**src/rtl/paddle_ctrl_pkg.sv**
```systemverilog
// rtl/paddle_ctrl_pkg.sv - shared pong geometry, AI FSM states and paddle motion helpers
// Geometry constants are common with the ball block and the renderer.
// Functions:
//   manual_step : one button-driven move, clamped to 0..MAX_Y
//   ai_target   : ball_y converted to a clamped paddle top offset
//   ai_step     : one AI move toward a target with deadband and speed limit
package paddle_ctrl_pkg;

  localparam int SCREEN_H   = 480;
  localparam int TOP_MARGIN = 25;
  localparam int PADDLE_H   = 72;
  localparam int BALL_SIZE  = 8;

  localparam int MAX_Y    = SCREEN_H - TOP_MARGIN - PADDLE_H;  // 383
  localparam int CENTER_Y = MAX_Y / 2;                         // 191

  localparam logic [9:0]  MAX_Y10    = 10'(MAX_Y);
  localparam logic [10:0] MAX_Y11    = 11'(MAX_Y);
  localparam logic [9:0]  CENTER_Y10 = 10'(CENTER_Y);

  // Ball centre row minus paddle half-height, shifted into paddle-offset space.
  localparam logic signed [11:0] AI_OFFSET = 12'(BALL_SIZE / 2 - TOP_MARGIN - PADDLE_H / 2);

  typedef enum logic {
    AI_MANUAL = 1'b0,
    AI_TRACK  = 1'b1
  } ai_state_t;

  // 11-bit arithmetic so that y + speed can never wrap before the clamp.
  function automatic logic [9:0] manual_step(input logic [9:0] y, input logic up,
                                             input logic dn, input int speed);
    logic [10:0] y11;
    logic [10:0] sp;
    logic [10:0] sum;
    logic [9:0]  res;
    y11 = {1'b0, y};
    sp  = 11'(speed);
    sum = y11 + sp;
    res = y;
    if (up && !dn) begin
      res = (y11 < sp) ? 10'd0 : 10'(y11 - sp);
    end else if (dn && !up) begin
      res = (sum > MAX_Y11) ? MAX_Y10 : sum[9:0];
    end
    return res;
  endfunction

  // Signed 12-bit so a ball near the top gives a negative offset that clamps to 0.
  function automatic logic [9:0] ai_target(input logic [9:0] ball_y);
    logic signed [11:0] t;
    logic [9:0]         res;
    t = $signed({2'b00, ball_y}) + AI_OFFSET;
    if (t < 12'sd0) begin
      res = 10'd0;
    end else if (t > $signed({2'b00, MAX_Y10})) begin
      res = MAX_Y10;
    end else begin
      res = 10'(t);
    end
    return res;
  endfunction

  // Moves never overshoot the target, and the target is within 0..MAX_Y,
  // so the result stays in range without a further clamp.
  function automatic logic [9:0] ai_step(input logic [9:0] y, input logic [9:0] target,
                                         input int speed, input int deadband);
    logic signed [11:0] d;
    logic signed [11:0] sp;
    logic signed [11:0] db;
    logic signed [11:0] mv;
    logic [9:0]         res;
    d   = $signed({2'b00, target}) - $signed({2'b00, y});
    sp  = 12'(speed);
    db  = 12'(deadband);
    mv  = 12'sd0;
    res = y;
    if (d > db) begin
      mv  = (d < sp) ? d : sp;
      res = 10'({2'b00, y} + mv);
    end else if (d < -db) begin
      mv  = (-d < sp) ? -d : sp;
      res = 10'({2'b00, y} - mv);
    end
    return res;
  endfunction

endpackage

```
**src/rtl/paddle_ctrl_if.sv**
```systemverilog
// rtl/paddle_ctrl_if.sv - game-side bundle between the frame logic and paddle_ctrl
// Signals:
//   refresh_tick        one-clk frame pulse
//   btn_up1/dn1/up2/dn2 raw asynchronous buttons
//   ai_enable           1 = player 2 driven by the AI
//   ball_y              ball top row, screen coordinates
//   paddle1_y/paddle2_y paddle top offsets, 0..MAX_Y
//   ai_active           registered AI mode in force
// Modports: master drives the inputs and reads positions; slave is paddle_ctrl.
interface paddle_ctrl_if;
  logic       refresh_tick;
  logic       btn_up1;
  logic       btn_dn1;
  logic       btn_up2;
  logic       btn_dn2;
  logic       ai_enable;
  logic [9:0] ball_y;
  logic [9:0] paddle1_y;
  logic [9:0] paddle2_y;
  logic       ai_active;

  modport master (
    output refresh_tick, btn_up1, btn_dn1, btn_up2, btn_dn2, ai_enable, ball_y,
    input  paddle1_y, paddle2_y, ai_active
  );

  modport slave (
    input  refresh_tick, btn_up1, btn_dn1, btn_up2, btn_dn2, ai_enable, ball_y,
    output paddle1_y, paddle2_y, ai_active
  );
endinterface

```
**src/rtl/paddle_ctrl_btn_debounce.sv**
```systemverilog
// rtl/paddle_ctrl_btn_debounce.sv - two-flop synchronizer plus hold-time debouncer for one button
// Ports:
//   clk    system clock
//   reset  synchronous, active-low
//   raw    asynchronous button level
//   stable debounced level; changes DEBOUNCE_CYCLES + 2 clk after a held raw edge
module btn_debounce #(
  parameter int DEBOUNCE_CYCLES = 1_000_000
) (
  input  logic clk,
  input  logic reset,
  input  logic raw,
  output logic stable
);

  localparam int CW = ($clog2(DEBOUNCE_CYCLES) > 0) ? $clog2(DEBOUNCE_CYCLES) : 1;
  localparam logic [CW-1:0] LAST = CW'(DEBOUNCE_CYCLES - 1);

  logic          sync1;
  logic          sync2;
  logic [CW-1:0] count;

  always_ff @(posedge clk) begin
    if (!reset) begin
      sync1  <= 1'b0;
      sync2  <= 1'b0;
      stable <= 1'b0;
      count  <= '0;
    end else begin
      sync1 <= raw;
      sync2 <= sync1;
      // Any bounce back to the accepted level restarts the hold window.
      if (sync2 != stable) begin
        if (count == LAST) begin
          stable <= sync2;
          count  <= '0;
        end else begin
          count <= count + CW'(1);
        end
      end else begin
        count <= '0;
      end
    end
  end

endmodule

```
**src/rtl/paddle_ctrl.sv**
```systemverilog
// rtl/paddle_ctrl.sv - pong paddle positions: manual buttons for both players, AI tracker for player 2
// Ports:
//   clk    system clock
//   reset  synchronous, active-low
//   bus    paddle_ctrl_if.slave (frame tick, buttons, ai_enable, ball_y in; paddle positions, ai_active out)
// Positions only move on refresh_tick and appear 1 clk after it.
module paddle_ctrl
  import paddle_ctrl_pkg::*;
#(
  parameter int PADDLE_SPEED    = 3,
  parameter int AI_SPEED        = 2,
  parameter int AI_LAG          = 4,
  parameter int AI_DEADBAND     = 4,
  parameter int DEBOUNCE_CYCLES = 1_000_000
) (
  input logic          clk,
  input logic          reset,
  paddle_ctrl_if.slave bus
);

  localparam int LAG_W = (AI_LAG > 1) ? $clog2(AI_LAG) : 1;
  localparam logic [LAG_W-1:0] LAG_LAST = LAG_W'(AI_LAG - 1);

  logic up1_s;
  logic dn1_s;
  logic up2_s;
  logic dn2_s;

  btn_debounce #(.DEBOUNCE_CYCLES(DEBOUNCE_CYCLES)) u_db_up1 (
    .clk(clk), .reset(reset), .raw(bus.btn_up1), .stable(up1_s)
  );
  btn_debounce #(.DEBOUNCE_CYCLES(DEBOUNCE_CYCLES)) u_db_dn1 (
    .clk(clk), .reset(reset), .raw(bus.btn_dn1), .stable(dn1_s)
  );
  btn_debounce #(.DEBOUNCE_CYCLES(DEBOUNCE_CYCLES)) u_db_up2 (
    .clk(clk), .reset(reset), .raw(bus.btn_up2), .stable(up2_s)
  );
  btn_debounce #(.DEBOUNCE_CYCLES(DEBOUNCE_CYCLES)) u_db_dn2 (
    .clk(clk), .reset(reset), .raw(bus.btn_dn2), .stable(dn2_s)
  );

  ai_state_t        state_q,  state_d;
  logic [LAG_W-1:0] lag_q,    lag_d;
  logic [9:0]       target_q, target_d;
  logic [9:0]       p1_q,     p1_d;
  logic [9:0]       p2_q,     p2_d;

  always_ff @(posedge clk) begin
    if (!reset) begin
      state_q  <= AI_MANUAL;
      lag_q    <= '0;
      target_q <= CENTER_Y10;
      p1_q     <= CENTER_Y10;
      p2_q     <= CENTER_Y10;
    end else begin
      state_q  <= state_d;
      lag_q    <= lag_d;
      target_q <= target_d;
      p1_q     <= p1_d;
      p2_q     <= p2_d;
    end
  end

  always_comb begin
    state_d  = state_q;
    lag_d    = lag_q;
    target_d = target_q;
    p1_d     = p1_q;
    p2_d     = p2_q;

    if (bus.refresh_tick) begin
      p1_d = manual_step(p1_q, up1_s, dn1_s, PADDLE_SPEED);

      case (state_q)
        AI_MANUAL: begin
          p2_d = manual_step(p2_q, up2_s, dn2_s, PADDLE_SPEED);
          if (bus.ai_enable) begin
            state_d = AI_TRACK;
            // Zero lag so the first TRACK tick samples the ball immediately.
            lag_d   = '0;
          end
        end
        AI_TRACK: begin
          if (!bus.ai_enable) begin
            // Leave paddle2 where the AI put it; buttons take over next tick.
            state_d = AI_MANUAL;
          end else begin
            if (lag_q == '0) begin
              target_d = ai_target(bus.ball_y);
            end
            lag_d = (lag_q == LAG_LAST) ? '0 : lag_q + LAG_W'(1);
            // Motion chases the previously sampled target, giving the AI its reaction delay.
            p2_d  = ai_step(p2_q, target_q, AI_SPEED, AI_DEADBAND);
          end
        end
        default: state_d = AI_MANUAL;
      endcase
    end
  end

  assign bus.paddle1_y = p1_q;
  assign bus.paddle2_y = p2_q;
  assign bus.ai_active = (state_q == AI_TRACK);

endmodule
```
**src/flat_wrapper.sv**
```systemverilog
// flat-port wrapper written by rule: the top's interface ports become plain ports
module paddle_ctrl_flat import paddle_ctrl_pkg::*;
#(
  parameter int PADDLE_SPEED    = 3,
  parameter int AI_SPEED        = 2,
  parameter int AI_LAG          = 4,
  parameter int AI_DEADBAND     = 4,
  parameter int DEBOUNCE_CYCLES = 1_000_000
)
  (clk, reset, bus_refresh_tick, bus_btn_up1, bus_btn_dn1, bus_btn_up2, bus_btn_dn2, bus_ai_enable, bus_ball_y, bus_paddle1_y, bus_paddle2_y, bus_ai_active);
  paddle_ctrl_if bus_i ();
  input logic clk;
  input logic reset;
  input wire logic [$bits(bus_i.refresh_tick)-1:0] bus_refresh_tick;
  input wire logic [$bits(bus_i.btn_up1)-1:0] bus_btn_up1;
  input wire logic [$bits(bus_i.btn_dn1)-1:0] bus_btn_dn1;
  input wire logic [$bits(bus_i.btn_up2)-1:0] bus_btn_up2;
  input wire logic [$bits(bus_i.btn_dn2)-1:0] bus_btn_dn2;
  input wire logic [$bits(bus_i.ai_enable)-1:0] bus_ai_enable;
  input wire logic [$bits(bus_i.ball_y)-1:0] bus_ball_y;
  output wire logic [$bits(bus_i.paddle1_y)-1:0] bus_paddle1_y;
  output wire logic [$bits(bus_i.paddle2_y)-1:0] bus_paddle2_y;
  output wire logic [$bits(bus_i.ai_active)-1:0] bus_ai_active;
  assign bus_i.refresh_tick = bus_refresh_tick;
  assign bus_i.btn_up1 = bus_btn_up1;
  assign bus_i.btn_dn1 = bus_btn_dn1;
  assign bus_i.btn_up2 = bus_btn_up2;
  assign bus_i.btn_dn2 = bus_btn_dn2;
  assign bus_i.ai_enable = bus_ai_enable;
  assign bus_i.ball_y = bus_ball_y;
  assign bus_paddle1_y = bus_i.paddle1_y;
  assign bus_paddle2_y = bus_i.paddle2_y;
  assign bus_ai_active = bus_i.ai_active;
  paddle_ctrl #(.PADDLE_SPEED(PADDLE_SPEED), .AI_SPEED(AI_SPEED), .AI_LAG(AI_LAG), .AI_DEADBAND(AI_DEADBAND), .DEBOUNCE_CYCLES(DEBOUNCE_CYCLES)) u_core (.clk(clk), .reset(reset), .bus(bus_i));
endmodule
```
**config.mk**
```make
export PLATFORM = sky130hd
export DESIGN_NAME = paddle_ctrl_flat
export DESIGN_NICKNAME = d
export VERILOG_FILES = /design/src/rtl/paddle_ctrl_pkg.sv /design/src/rtl/paddle_ctrl_if.sv /design/src/rtl/paddle_ctrl_btn_debounce.sv /design/src/rtl/paddle_ctrl.sv /design/src/flat_wrapper.sv
export SDC_FILE = /design/constraint.sdc
export NUM_CORES = 1
export LEC_CHECK = 0
export ABC_AREA = 1
export ABC_CLOCK_PERIOD_IN_PS = 8600
export BUFFER_PORTS_ARGS = -buffer_cell sky130_fd_sc_hd__buf_2
export CAP_MARGIN = 30
export CORE_MARGIN = 2
export CORE_UTILIZATION = 50
export DETAILED_ROUTE_END_ITERATION = 10
export GPL_ROUTABILITY_DRIVEN = 0
export MAX_ROUTING_LAYER = met4
export PLACE_DENSITY = 0.78
export SYNTH_ARGS = -nofsm -noshare
export SYNTH_HDL_FRONTEND = slang
export SYNTH_SLANG_ARGS = --single-unit
export TNS_END_PERCENT = 5
```
**constraint.sdc**
```tcl
create_clock -name clk -period 8.6 [get_ports clk]
set_input_delay 1.29 -clock clk [delete_from_list [all_inputs] [get_ports clk]]
set_output_delay 1.29 -clock clk [all_outputs]
set_load 0.02 [all_outputs]
```
# After elaboration in Yosys (flattened, before gate mapping)
# Cells that the tools add are included.
totals:
  reg_bits: 125
  elab_cells: 107
  in_bits: 18
op_classes:
  n_mux: 21
  n_reduce_logical: 22
  n_bitwise: 6
  eq_ne: 13
  order_cmp: 10
  add_sub_neg: 14
op_table:
  columns: ["operator", "count"]
  rows:
  - ["$mux W10", 15]
  - ["$add A20 B1 Y20 const B", 4]
  - ["$eq A20 B20 Y1 const B", 4]
  - ["$add A10 B2 Y11 const B", 2]
  - ["$gt A11 B9 Y1 const B", 2]
  - ["$lt A11 B3 Y1 const B", 2]
  - ["$lt A10 B2 Y1 const B", 2]
  - ["$pmux W10 S2", 1]
  - ["$sub A10 B2 Y10 const B", 2]
  - ["$add A11 B7 Y12 const B", 1]
  - ["$gt A12 B10 Y1 const B", 1]
  - ["$lt A12 B1 Y1 const B", 1]
  - ["$lt A12 B3 Y1 const B", 1]
  - ["$neg A11 Y12", 1]
  - ["$reduce_or A3 Y1", 4]
  - ["$gt A11 B4 Y1 const B", 1]
  - ["$sub A10 B10 Y11", 1]
  - ["$add A10 B10 Y10", 1]
  - ["$reduce_and A2 Y1", 5]
  - ["$sub A10 B10 Y10", 1]
  - ["$reduce_and A4 Y1", 2]
  - ["$mux W2", 3]
  - ["$not A1 Y1", 6]
  - ["$logic_and A1 B1 Y1", 4]
  - ["other kinds (12)", 19]

# Logic depth before layout (Yosys ltp)
depth:
  word_depth: 9
  mapped_depth: 32
  ltp_nobuf: 31

# Cells and area by module
# From an unflattened synthesis, not the netlist that was laid out.
hier_totals:
  hier_cells: 1359
  area_unflattened_um2: 9021.2
modules_own_cells:
  columns: ["mod", "area_per_inst_um2", "n_inst", "cells_per_inst"]
  rows:
  - ["btn_debounce", 1156.1, 4, 159]
  - ["paddle_ctrl", 4396.7, 1, 723]

# Worst setup path after synthesis
# Ideal clock, no wire load.
synth_path:
  path_kind: "register to register"
  from: "register u_core.p2_q[4], in the netlist u_core.bus.paddle2_y[4]"
  to: "register u_core.p2_q[9], in the netlist u_core.bus.paddle2_y[9]"
  period_less_slack_ps: 3976
  slack_ps: 4624
  arrival_ps: 3864
  stages_incl_launch_ff: 29
  path_cell_list: "dfxtp_1 clkbuf_1 inv_1 ha_1 nand2_2 inv_1 nand2_1 nand4_1 nand2_4 nand3_1 nor2_1 nand3_1 a21oi_1 ha_1 nand3b_1 nand2_1 nand2_1 nand3_1 ha_1 nand2_1 o21ai_0 nand2_1 nand4_1 xor2_1 nand3_1 nand2_1 nor2_1 nor2_1 nor2_1"
synth_between:
  elab_chain_cells: 9
  elab_cells_between_ends: 24
  classes_between: "add/sub: 6; order compare: 6; eq/ne: 1; mux: 10; reduce/logical: 1"
synth_lines:
  columns: ["item", "line_no", "rtl"]
  rows:
  - ["start, declared", "paddle_ctrl.sv:46", "logic [9:0] p2_q, p2_d;"]
  - ["start signal, assigned", "paddle_ctrl.sv:60", "p2_q <= p2_d;"]
  - ["$sub A10 B10 Y11", "paddle_ctrl_pkg.sv:72", "d = $signed({2'b00, target}) - $signed({2'b00, y});"]
  - ["$neg A11 Y12", "paddle_ctrl_pkg.sv:81", "mv = (-d < sp) ? -d : sp;"]
  - ["$lt A12 B3 Y1", "paddle_ctrl_pkg.sv:81", null]
  - ["$mux W10", "paddle_ctrl_pkg.sv:81", null]
  - ["$sub A10 B10 Y10", "paddle_ctrl_pkg.sv:82", "res = 10'({2'b00, y} - mv);"]
  - ["$mux W10", "paddle_ctrl_pkg.sv:80", "end else if (d < -db) begin"]
  - ["$mux W10", "paddle_ctrl_pkg.sv:77", "if (d > db) begin"]
  - ["$mux W10", "paddle_ctrl.sv:84", "if (!bus.ai_enable) begin"]
  - ["$pmux W10 S2", "paddle_ctrl.sv:74", "case (state_q)"]
# Several ways; a longest one is shown, not always the timed one. The select of a mux whose other input is x is not followed.
# A chain may end at the register's enable or synchronous reset.

# Worst setup path after layout
layout_path:
  from: "register u_core.p2_q[5], in the netlist u_core.bus.paddle2_y[5]"
  to: "register u_core.p2_q[7], in the netlist u_core.bus.paddle2_y[7]"
# Same word-level chain as after synthesis.

==> results.py <==
metrics = {
    "floorplanning": {
        "coreArea_sq_um": 15800,
        "start_util": 0.508,
        "io_pins": 39,
        "dieArea_sq_um": 17000,
        "die_h_um": 131,
        "die_w_um": 131,
        "rows": 46,
    },
    "setup_path": {
        "cp_slowest_cell": "dfxtp_1",
        "cp.arrival_ns": 4.94,
        "crit_fanout": 11,
        "path_depth": 26,
        "required_ns": 8.88,
        "crit_buf_inv": 1,
        "worst_setup_path_start_kind": "flop",
        "worst-r2r-cell-count": 26,
        "ff2ff_setup_slack_ns": 3.94,
        "endpoint_kind": "flop",
        "crit_top_cell": "nand2_1",
        "slowest_delay_ns": 0.50,
        "critPathTopFamily": "simple AND/OR/NAND/NOR gates",
        "critPathKind": "reg2reg",
    },
    "cells_and_area": {
        "antennaDiodeCount": 0,
        "area_growth_syn_to_layout_pct": 11.8,
        "num-nets-final": 1298,
        "layout-drive-gt1-share": 0.0781,
        "design_area_sq_um": 8950,
    },
    "detailed_routing": {
        "drtIter0Drc": 502,
        "antenna_left": 0,
        "post-route-drc-count": 0,
        "via_per_inst": 5.22,
        "drt_wl_total_um": 18000,
        "firstDrtPassIters": 4,
        "via_count": 7671,
        "avgRoutedWirePerCell_um": 12.3,
    },
    "clocking": {
        "clkSinkCount": 125,
        "clock_latency_ns": 0.41,
        "cts_resized": 0,
        "cts_tree": "done",
        "clock-root-buffer": "clkbuf_16",
        "cts_buffer_depth": 2,
        "htreeDepth": 4,
        "holdBufCountCts": 0,
        "clk_pin_slew_ns": 0.06,
        "postCtsSetupBuffers": 0,
        "cts_inserted_buffers": 17,
    },
    "timing": {
        "grt_setup_unrepaired": "no",
        "setup_viol_count_final": 0,
        "finalWorstSetupSlack_ns": 3.94,
        "fmax_mhz": 215,
        "slew_headroom": 0.526,
        "period_needed_ns": 4.66,
        "slew_violations": 0,
        "fin_crit_sh": 0.542,
        "max_slew.worst_pin.slew_ns": 0.710,
        "fin_skew_ns": 0.00794,
        "tns_ns": 0,
        "finalHoldViolCount": 0,
    },
    "power_and_ir_drop": {
        "power_w": 0.00174,
        "powerDensity_nw_per_um2": 194,
        "leakage_nw": 3.90,
        "vdd_ir_drop_max_mv": 0.122,
    },
    "global_routing": {
        "grt_max_degree": 30,
        "grt_pass1_vias": 6871,
        "grt_usage": 0.221,
        "antenna_found_initial": 0,
        "grt_pass1_wl_um": 29900,
        "grt-ovfl-total": 0,
    },
    "status": {
        "status": "completed",
    },
    "logic_synthesis": {
        "ys.flop_type": "dfxtp_1",
        "mappedNetlistNets": 1264,
        "synth_area_sq_um": 8010,
        "async_flop_share": 0,
        "ys_ff_latch": 125,
        "synth_cell_types": 44,
        "ys_warn_count": 0,
        "ys_seq_area_frac": 0.312,
        "synth_edf_count": 0,
        "synth.avg_cell_area_sq_um": 6.63,
        "syn_inst": 1208,
    },
    "worst_hold_path": {
        "worstHoldPathType": "reg2reg",
        "hold_path_depth": 2,
    },
    "run": {
        "max_cap_viol_count": 0,
    },
    "placed_design": {
        "place_area_sq_um": 8370,
        "dpl_worst_slack_ns": 3.99,
        "port_buffers": 38,
        "dp_hpwl_um": 13400,
    },
}
-- synth_stat cells, types with 2 or more instances --
library cell | n | area [sq um]
o22ai_1 | 5 | 31.3
inv_1 | 165 | 619
nand2_2 | 9 | 56.3
nand3b_1 | 3 | 22.5
nand4_1 | 38 | 238
clkbuf_1 | 16 | 60.1
a211oi_1 | 8 | 60.1
nand2_1 | 264 | 991
nor3_1 | 43 | 215
nor3b_1 | 8 | 60.1
a21oi_1 | 87 | 435
xor2_1 | 58 | 508
xnor2_1 | 7 | 61.3
or2_2 | 7 | 43.8
nor4_2 | 2 | 25.0
o21bai_1 | 2 | 15.0
o21ai_0 | 39 | 195
buf_2 | 5 | 25.0
ha_1 | 36 | 450
and3_1 | 3 | 18.8
o211ai_1 | 6 | 45.0
nand3_2 | 4 | 40.0
nor2_2 | 5 | 31.3
nand3_1 | 91 | 455
o21a_1 | 4 | 30.0
a31oi_1 | 10 | 62.6
dfxtp_1 | 125 | 2500
nor4_1 | 7 | 43.8
a21oi_2 | 2 | 17.5
clkinv_1 | 3 | 11.3
fa_1 | 2 | 40.0
nor2_1 | 132 | 495
-- cells in the final DEF, fill, tap and decap left out, types with 4 or more instances in the layout --
cell type / count
a211oi_1: 8
a21oi_1: 87
a31oi_1: 10
buf_2: 38
clkbuf_1: 5
clkbuf_16: 17
dfxtp_1: 125
ha_1: 36
inv_1: 165
nand2_1: 264
nand2_2: 9
nand3_1: 91
nand3_2: 4
nand4_1: 38
nor2_1: 132
nor2_2: 5
nor3_1: 43
nor3b_1: 8
nor4_1: 7
o211ai_1: 6
o21a_1: 4
o21ai_0: 39
o22ai_1: 5
or2_2: 7
xnor2_1: 7
xor2_1: 58
-- metrics by stage --
step | hold slack, ns | cells | util
2_1_floorplan | 0.390 | 1208 | -
3_3_place_gp | 0.405 | 1439 | 0.531
3_5_place_dp | 0.406 | 1439 | 0.531
4_1_cts | 0.421 | 1470 | 0.568
5_1_grt | 0.459 | 1470 | 0.568
6_report | 0.421 | 1470 | 0.568
-- flip-flops by register name (all words and copies together) (netlist names), 2 cells and up --
| signal | count |
|---|---|
| u_core.u_db_dn2.count | 20 |
| u_core.lag_q | 2 |
| u_core.bus.paddle2_y | 10 |
| u_core.u_db_dn1.count | 20 |
| u_core.target_q | 10 |
| u_core.u_db_up2.count | 20 |
| u_core.bus.paddle1_y | 10 |
| u_core.u_db_up1.count | 20 |
-- per-layer routing --
layer / global-route usage / wire [um]
met5: - / 0
met4: 0.0663 / 274
met3: 0.0411 / 755
met2: 0.377 / 8630
met1: 0.265 / 8360
-- worst register-to-register path, delay by kind of cell (launching register included) --
family	cells	cell delay (ns)
buf+inv	1	0.17
flops	1	0.50
compound gates	3	0.55
fa+ha+maj	3	0.91
xor+xnor	1	0.24
simple gates	18	2.16
-- report_power, final --
group / internal [W] / switching [W] / leakage (nW)
clock network: 0.000467 / 0.000242 / 0.284
registers: 0.000586 / 0.00000926 / 1.01
logic: 0.000152 / 0.000280 / 2.61
-- path summary, 6_finish.rpt --
path / from / to
worst max-delay path: u_core.bus.paddle2_y[5]$_SDFFE_PN1P_ / u_core.bus.paddle2_y[7]$_SDFFE_PN1P_
worst min-delay path: u_core.u_db_up1.sync1$_SDFF_PN0_ / u_core.u_db_up1.sync2$_SDFF_PN0_
worst max register to register: u_core.bus.paddle2_y[5]$_SDFFE_PN1P_ / u_core.bus.paddle2_y[7]$_SDFFE_PN1P_
worst min register to register: u_core.u_db_up1.sync1$_SDFF_PN0_ / u_core.u_db_up1.sync2$_SDFF_PN0_
-- logic make-up after synthesis --
group,Yosys count,share of synthesized area
AO/OA/AOI/OAI,167,0.115
buffers and inverters,192,0.0917
XOR/XNOR,66,0.0731
AND/OR/NAND/NOR,620,0.347
flip-flops,125,0.312
adder cells (fa/ha/maj),38,0.0612
-- layout make-up --
| class | count | area (sq um) |
|---|---|---|
| clock inverters | 7 | 113 |
| repair buffers | 38 | 190 |
| fillers | 1512 | 6820 |
| inverters | 169 | 634 |
| clock buffers | 24 | 472 |
| multi-input cells | 891 | 4770 |
| well taps | 216 | 270 |
| flip-flops and latches | 125 | 2500 |
(Power assumes the default switching activity.)
